## src/rtl/vga_timing.sv

```systemverilog
`default_nettype none
// ============================================================================
// Module      : vga_timing
// Description : VGA raster timing generator (hcount/vcount, sync, blanking).
//               Optional macro VGA_TIMING_CLKDIV_EN derives a half-rate pixel
//               tick from clk; without it clk is the pixel clock.
// Revision    : 1.0 - initial release
// ============================================================================
module vga_timing #(
    parameter int H_VISIBLE = 640,
    parameter int H_FP      = 16,
    parameter int H_SYNC    = 96,
    parameter int H_BP      = 48,
    parameter int V_VISIBLE = 480,
    parameter int V_FP      = 10,
    parameter int V_SYNC    = 2,
    parameter int V_BP      = 33
) (
    input  logic       clk,
    input  logic       reset,
    output logic [9:0] hcount,
    output logic [9:0] vcount,
    output logic       hsync,
    output logic       vsync,
    output logic       video_on,
    output logic       pix_tick,
    output logic       frame_start
);

    localparam int         c_H_TOTAL  = H_VISIBLE + H_FP + H_SYNC + H_BP;
    localparam int         c_V_TOTAL  = V_VISIBLE + V_FP + V_SYNC + V_BP;
    localparam logic [9:0] c_H_MAX    = 10'(c_H_TOTAL - 1);
    localparam logic [9:0] c_V_MAX    = 10'(c_V_TOTAL - 1);
    localparam logic [9:0] c_H_VIS    = 10'(H_VISIBLE);
    localparam logic [9:0] c_V_VIS    = 10'(V_VISIBLE);
    localparam logic [9:0] c_HS_START = 10'(H_VISIBLE + H_FP);
    localparam logic [9:0] c_HS_END   = 10'(H_VISIBLE + H_FP + H_SYNC - 1);
    localparam logic [9:0] c_VS_START = 10'(V_VISIBLE + V_FP);
    localparam logic [9:0] c_VS_END   = 10'(V_VISIBLE + V_FP + V_SYNC - 1);

    logic [9:0] r_hcount;
    logic [9:0] r_vcount;
    logic       r_hsync;
    logic       r_vsync;
    logic       r_video_on;
    logic       r_tick;
    logic       r_frame_start;

    logic [9:0] w_h_next;
    logic [9:0] w_v_next;
    logic       w_frame_wrap;

    // Next raster position; the registered decodes below are derived from it
    // so sync/blanking land in the same cycle as the counts they describe.
    always_comb begin
        w_h_next     = r_hcount;
        w_v_next     = r_vcount;
        w_frame_wrap = 1'b0;
        if (r_tick) begin
            if (r_hcount == c_H_MAX) begin
                w_h_next = '0;
                if (r_vcount == c_V_MAX) begin
                    w_v_next     = '0;
                    w_frame_wrap = 1'b1;
                end else begin
                    w_v_next = r_vcount + 10'd1;
                end
            end else begin
                w_h_next = r_hcount + 10'd1;
            end
        end
    end

    always_ff @(posedge clk) begin
        if (reset) begin
            r_hcount      <= '0;
            r_vcount      <= '0;
            r_hsync       <= 1'b1;
            r_vsync       <= 1'b1;
            r_video_on    <= 1'b0;
            r_frame_start <= 1'b0;
        end else begin
            r_hcount      <= w_h_next;
            r_vcount      <= w_v_next;
            r_hsync       <= !((w_h_next >= c_HS_START) && (w_h_next <= c_HS_END));
            r_vsync       <= !((w_v_next >= c_VS_START) && (w_v_next <= c_VS_END));
            r_video_on    <= (w_h_next < c_H_VIS) && (w_v_next < c_V_VIS);
            r_frame_start <= w_frame_wrap;
        end
    end

`ifdef VGA_TIMING_CLKDIV_EN
    logic r_phase;

    // Phase lags the tick by one clk so the first tick appears on the 2nd clk.
    always_ff @(posedge clk) begin
        if (reset) begin
            r_phase <= 1'b0;
            r_tick  <= 1'b0;
        end else begin
            r_phase <= ~r_phase;
            r_tick  <= r_phase;
        end
    end
`else
    always_ff @(posedge clk) begin
        if (reset) begin
            r_tick <= 1'b0;
        end else begin
            r_tick <= 1'b1;
        end
    end
`endif

    assign hcount      = r_hcount;
    assign vcount      = r_vcount;
    assign hsync       = r_hsync;
    assign vsync       = r_vsync;
    assign video_on    = r_video_on;
    assign pix_tick    = r_tick;
    assign frame_start = r_frame_start;

endmodule
`default_nettype wire

```

## config.mk

```make
export PLATFORM = sky130hd
export DESIGN_NAME = vga_timing
export DESIGN_NICKNAME = d
export VERILOG_FILES = /design/src/rtl/vga_timing.sv
export SDC_FILE = /design/constraint.sdc
export NUM_CORES = 1
export LEC_CHECK = 0
export CORE_ASPECT_RATIO = 0.6
export CORE_MARGIN = 5
export CORE_UTILIZATION = 50
export DETAILED_ROUTE_END_ITERATION = 10
export HOLD_SLACK_MARGIN = 0.15
export PLACE_DENSITY = 0.75
export SLEW_MARGIN = 20
export SYNTH_ARGS = -nofsm -noshare
export SYNTH_HDL_FRONTEND = slang
export SYNTH_SLANG_ARGS = --single-unit
```

## constraint.sdc

```tcl
create_clock -name clk -period 6.1 [get_ports clk]
set_input_delay 0.915 -clock clk [delete_from_list [all_inputs] [get_ports clk]]
set_output_delay 0.915 -clock clk [all_outputs]
set_load 0.02 [all_outputs]
```

# Word level (Yosys, flattened, before mapping)
# Cells that the tools add are included.
# totals
register_bits,25
latchBits,0
ramBits,0
romBits,0
out_inout_bits,25
n_memories,0
# op_classes
n_addsub,2
multipliers,0
n_div,0
magnitude_cmp,6
n_eq_ne,2
shifts,0
n_mux,7
n_bitwise,2
n_reduce_logical,6
# op_table
cell,count
10-bit 2-to-1 mux,5
"10-bit by 1-bit adder with 10-bit output, second input constant",2
"10-bit equality test, second input constant",2
"10-bit >= comparator, second input constant",1
"10-bit by 9-bit >= comparator with 1-bit output, second input constant",1
"10-bit less-or-equal comparator, second input constant",1
"10-bit by 9-bit less-or-equal comparator with 1-bit output, second input constant",1
"10-bit < comparator, second input constant",1
"10-bit by 9-bit < comparator with 1-bit output, second input constant",1
1-bit logical AND,3
3-bit OR reduction,1
1-bit logical NOT,2
1-bit 2-to-1 mux,2
1-bit inverter,2

# Longest topological paths before layout
# depth
ltp_word,7
ltp_mapped,8
ltp_nobuf,7

# Worst setup path before layout
# No wires, ideal clock.
# synth_timing
path_type,reg-to-reg
from,reg r_hcount[0] (netlist: hcount[0])
to,reg r_video_on (netlist: video_on)
setup_ns,0.103
arrival_time_ns,1.979
t_required_ns,5.997
slack_ns,4.018
path_stages_with_launch,9
n_path_buf,2
period_less_slack_ns,2.082
path_cell_list,dfxtp_1 > ha_1 > and4_1 > clkbuf_2 > and2_1 > clkbuf_8 > o2111ai_1 > a22o_1 > a2111oi_2
# synth_between
elab_chain_cells,5
elab_cells_between_ends,9
cone_classes,add/sub: 1; order compare: 2; eq/ne: 1; mux: 4; reduce/logical: 1
# synth_lines
item,line,rtl
from (decl),41,logic [9:0] r_hcount;
from (signal assigned),83,r_hcount <= w_h_next;
10-bit by 1-bit adder with 10-bit output or 10-bit equality test (tied branches),"69, 60",
10-bit 2-to-1 mux,60,if (r_hcount == c_H_MAX) begin
10-bit 2-to-1 mux,59,if (r_tick) begin
10-bit < comparator or 10-bit by 9-bit < comparator with 1-bit output (tied branches),87,r_video_on <= (w_h_next < c_H_VIS) && (w_v_next < c_V_VIS);
1-bit logical AND (*),87,
to (signal assigned),87,
to (decl),45,logic r_video_on;
# Every way passes the cells marked *; elsewhere a longest branch is shown, timed or not.
# A chain may end at the register's enable or synchronous reset.

# Final worst setup path
# layout_timing
from,reg r_hcount[4] (netlist: hcount[4])
to,out hcount[4]
# layout_rtl
item,line,rtl
to (decl),21,"output logic [9:0] hcount,"
# No word-level cell between the ends.

==> out/summary.log <==
qor: route.route.detailed.wl_per_inst 16.2 um
qor: clocking.tritoncts built
qor: route.route.antenna.remaining_nets 0
qor: finish.nNetsFinal 188
qor: finish.post_route_cells_drive_above_1_share 0.0659
qor: logic_synthesis.synth.cell_area 1390 sq um
qor: clocking.clock_root_buffer sky130_fd_sc_hd__clkbuf_8
qor: route.avgViaCountPerCell 6.04
qor: clocking.max-clock-path-buffers 2
qor: worst_hold_path.hold_path_startpoint hcount[1]
qor: floorplan.dieArea 3960 sq um
qor: logic_synthesis.synth_seq_cells 25
qor: sta.report.final.setup_viol 0
qor: logic_synthesis.post_synth_num_cell_types 44
qor: floorplan.floorplan.io_pins 27
qor: setup_path.path_cells clkdlybuf4s50_1
qor: clocking.cts.repair.resized 0
qor: finish.finish.instance_area 1670 sq um
qor: clocking.ctsHtreeMaxLevel 1
qor: finish.final.fill_count 213
qor: logic_synthesis.syn_area_per_cell 8.66 sq um
qor: setup_path.worst_r2r_endpoint video_on
qor: grt.first_global_vias 1106
qor: clocking.cts.sink_count 25
qor: sta.tightest_pin_transition 0.534 ns
qor: grt.total_gr_overflow 0
qor: setup_path.library_cell_contributing_the_largest_single_delay_on_the_critical_path sky130_fd_sc_hd__clkdlybuf4s50_1
qor: worst_hold_path.worstHoldPathType reg2reg
qor: run.timing.max_cap.violations 0
qor: floorplan.die_w 77.9 um
qor: finish.layout-area-overhead-vs-synth 20.6%
qor: setup_path.worst_setup_end_kind output pin
qor: status.result_of_the_run finished clean
qor: setup_path.timing.reg2reg.setup_slack 3.77 ns
qor: setup_path.critical_path.startpoint_type register
qor: clocking.clkSlewWorstSetupHoldPaths 0.09 ns
qor: floorplan.core 2570 sq um
qor: grt.gr_util_all_layers 0.178
qor: finish.final_cell_mix sky130_fd_sc_hd__clkdlybuf4s50_1 (26), sky130_fd_sc_hd__dfxtp_1 (25), sky130_fd_sc_hd__nand2_1 (16)
qor: floorplan.starting_density_of_the_core 0.538
qor: power_and_ir_drop.worst_ir_drop_vdd 0.000114 V
qor: finish.insertedDiodeCount 0
qor: setup_path.critPathArrivalTime 1.54 ns
qor: sta.achievable-frequency 407 MHz
qor: route.detailedRoute.firstIterationViolations 128
qor: logic_synthesis.synthesized_instance_count 160
qor: sta.timing.hold.ws 0.564 ns
qor: sta.layout_min_cycle_time 2.46 ns
qor: placement.io_buffers 26
qor: finish.final_common_cell sky130_fd_sc_hd__clkdlybuf4s50_1
qor: setup_path.cp_slowest_stage_delay 0.70 ns
qor: logic_synthesis.synthesis.nets 165
qor: route.first_pass_iters 4
qor: clocking.ctsHoldBuffers 0
qor: grt.grt_max_degree 15
qor: placement.numPlacedInstances 210
qor: setup_path.cp_num_buf_inv 1
qor: sta.finalSetupTns 0 ns
qor: floorplan.dieHeight 50.8 um
qor: logic_synthesis.async_reset_ff_frac 0
qor: placement.globalplace.congestion 0.842
qor: sta.maxSlewHeadroom 0.643
qor: setup_path.crit_family buffers and inverters
qor: logic_synthesis.seq_area_frac_synth 0.361
qor: placement.post-dp-hpwl 2550 um
qor: placement.postPlaceCellArea 1620 sq um
qor: setup_path.critical_path_peak_fanout 13
qor: power_and_ir_drop.power.static_leakage 0.555 nW
qor: finish.final_cells 214
qor: route.dr_total_vias 1293
qor: setup_path.regToRegStartpoint hcount[0]
qor: setup_path.worstRegToRegCells 6
qor: logic_synthesis.synthFlopType sky130_fd_sc_hd__dfxtp_1
qor: setup_path.cp.required 5.18 ns
qor: sta.clock_skew 0.0136 ns
qor: sta.fin_crit_sh 0.403
qor: setup_path.worst-setup-path-type reg2out
qor: worst_hold_path.worst_hold_path.endpoint hcount[1]
qor: setup_path.path_depth 1
qor: floorplan.std_cell_rows 14
qor: clocking.clkLatencyLatePin 0.28 ns
qor: route.routed_wirelength 3470 um
qor: clocking.cts_inserted_buffers 3
qor: route.drc 0
qor: sta.report.final.hold_viol_count 0
qor: power_and_ir_drop.power-per-cell-area 168 nW/um^2
qor: sta.rsz0062_at_grt false
qor: grt.first_pass_grt_wire_length 5620 um
qor: grt.antenna_found_initial 0
qor: clocking.postCtsSetupBuffers 0
qor: logic_synthesis.synth-edff-count 0
qor: worst_hold_path.hold_path_depth 2
qor: logic_synthesis.synth.yosys.warnings 0
qor: sta.slew_violations 0
qor: power_and_ir_drop.totalPowerFinal 280 uW
flip-flops by register name, summed over array words and instances (netlist names):
name	flops
frame_start	1
hcount	10
hsync	1
pix_tick	1
vcount	10
video_on	1
vsync	1
worst max-delay path by stage:
| stage | startpoint | to | slack (ns) |
|---|---|---|---|
| after floorplan | hcount[0] | video_on | 4.02 |
| after global placement | reset | vsync | 3.71 |
| after detailed placement | reset | vsync | 3.64 |
| after CTS | hcount[4] | hcount[4] | 3.65 |
| after global routing | hcount[4] | hcount[4] | 3.59 |
| final | hcount[4] | hcount[4] | 3.64 |
cell usage after synthesis (all sizes together), types with 2 or more instances:
library cell | n | area [sq um]
nor4 | 2 | 12.5
inv | 4 | 15.0
xnor2 | 7 | 61.3
a2111oi | 2 | 23.8
clkbuf | 5 | 41.3
a22oi | 2 | 15.0
nand2 | 16 | 60.1
a21oi | 5 | 28.8
ha | 3 | 37.5
o21ai | 7 | 35.0
xor2 | 5 | 43.8
nand4 | 7 | 43.8
or4 | 3 | 26.3
buf | 2 | 10.0
o2111ai | 4 | 41.3
nor3 | 7 | 35.0
or3 | 6 | 38.8
nand3 | 8 | 40.0
dfxtp | 25 | 500
nor2 | 14 | 52.6
and3 | 6 | 37.5
and2 | 5 | 31.3
worst register-to-register path: stages (launching register included):
cell and delay, ns:
sky130_fd_sc_hd__dfxtp_1 0.44, sky130_fd_sc_hd__ha_1 0.24, sky130_fd_sc_hd__and4_1 0.35, sky130_fd_sc_hd__and2_1 0.40, sky130_fd_sc_hd__o2111ai_1 0.19, sky130_fd_sc_hd__a22o_1 0.30, sky130_fd_sc_hd__a2111oi_2 0.34
layout make-up:
type	instances	area [sq um]	area share
inverter	4	15.0	0.00899
timing repair buffer	26	260	0.156
multi-input combinational	123	808	0.484
tap	32	40.0	0.0240
sequential	25	500	0.300
clock inverter	1	5.00	0.00300
clock buffer	3	41.3	0.0247
routing by layer:
metal,vias to the layer above,GRT usage,part of all wire
met3,2,0.0554,0.082
met4,0,0.0421,0.0055
met1,604,0.281,0.52
met2,57,0.227,0.39
li1,630,-,-
met5,-,0,0
cell families after synthesis:
| logic type | Yosys count | share of synthesized area |
|---|---|---|
| AO/OA/AOI/OAI | 27 | 0.155 |
| XOR/XNOR | 12 | 0.0759 |
| adder cells (fa/ha/maj) | 3 | 0.0271 |
| buffers and inverters | 12 | 0.0551 |
| flip-flops | 25 | 0.361 |
| multiplexers | 1 | 0.00723 |
| AND/OR/NAND/NOR | 80 | 0.318 |
where the power goes:
part           leakage [nW]  switching (mW)  internal (mW)  total [mW]
Sequential            0.203         0.00273          0.165       0.168
Combinational         0.327         0.00689        0.00559      0.0125
Clock                0.0255          0.0545         0.0458       0.100
through the flow:
| stage | setup WS, ns | util |
|---|---|---|
| after CTS | 3.65 | 0.649 |
| after detailed placement | 3.64 | 0.631 |
| after floorplan | 4.02 | - |
| after global routing | 3.59 | 0.649 |
| final | 3.64 | 0.649 |
| after global placement | 3.71 | 0.631 |
Power figures use the tool's default switching activity.
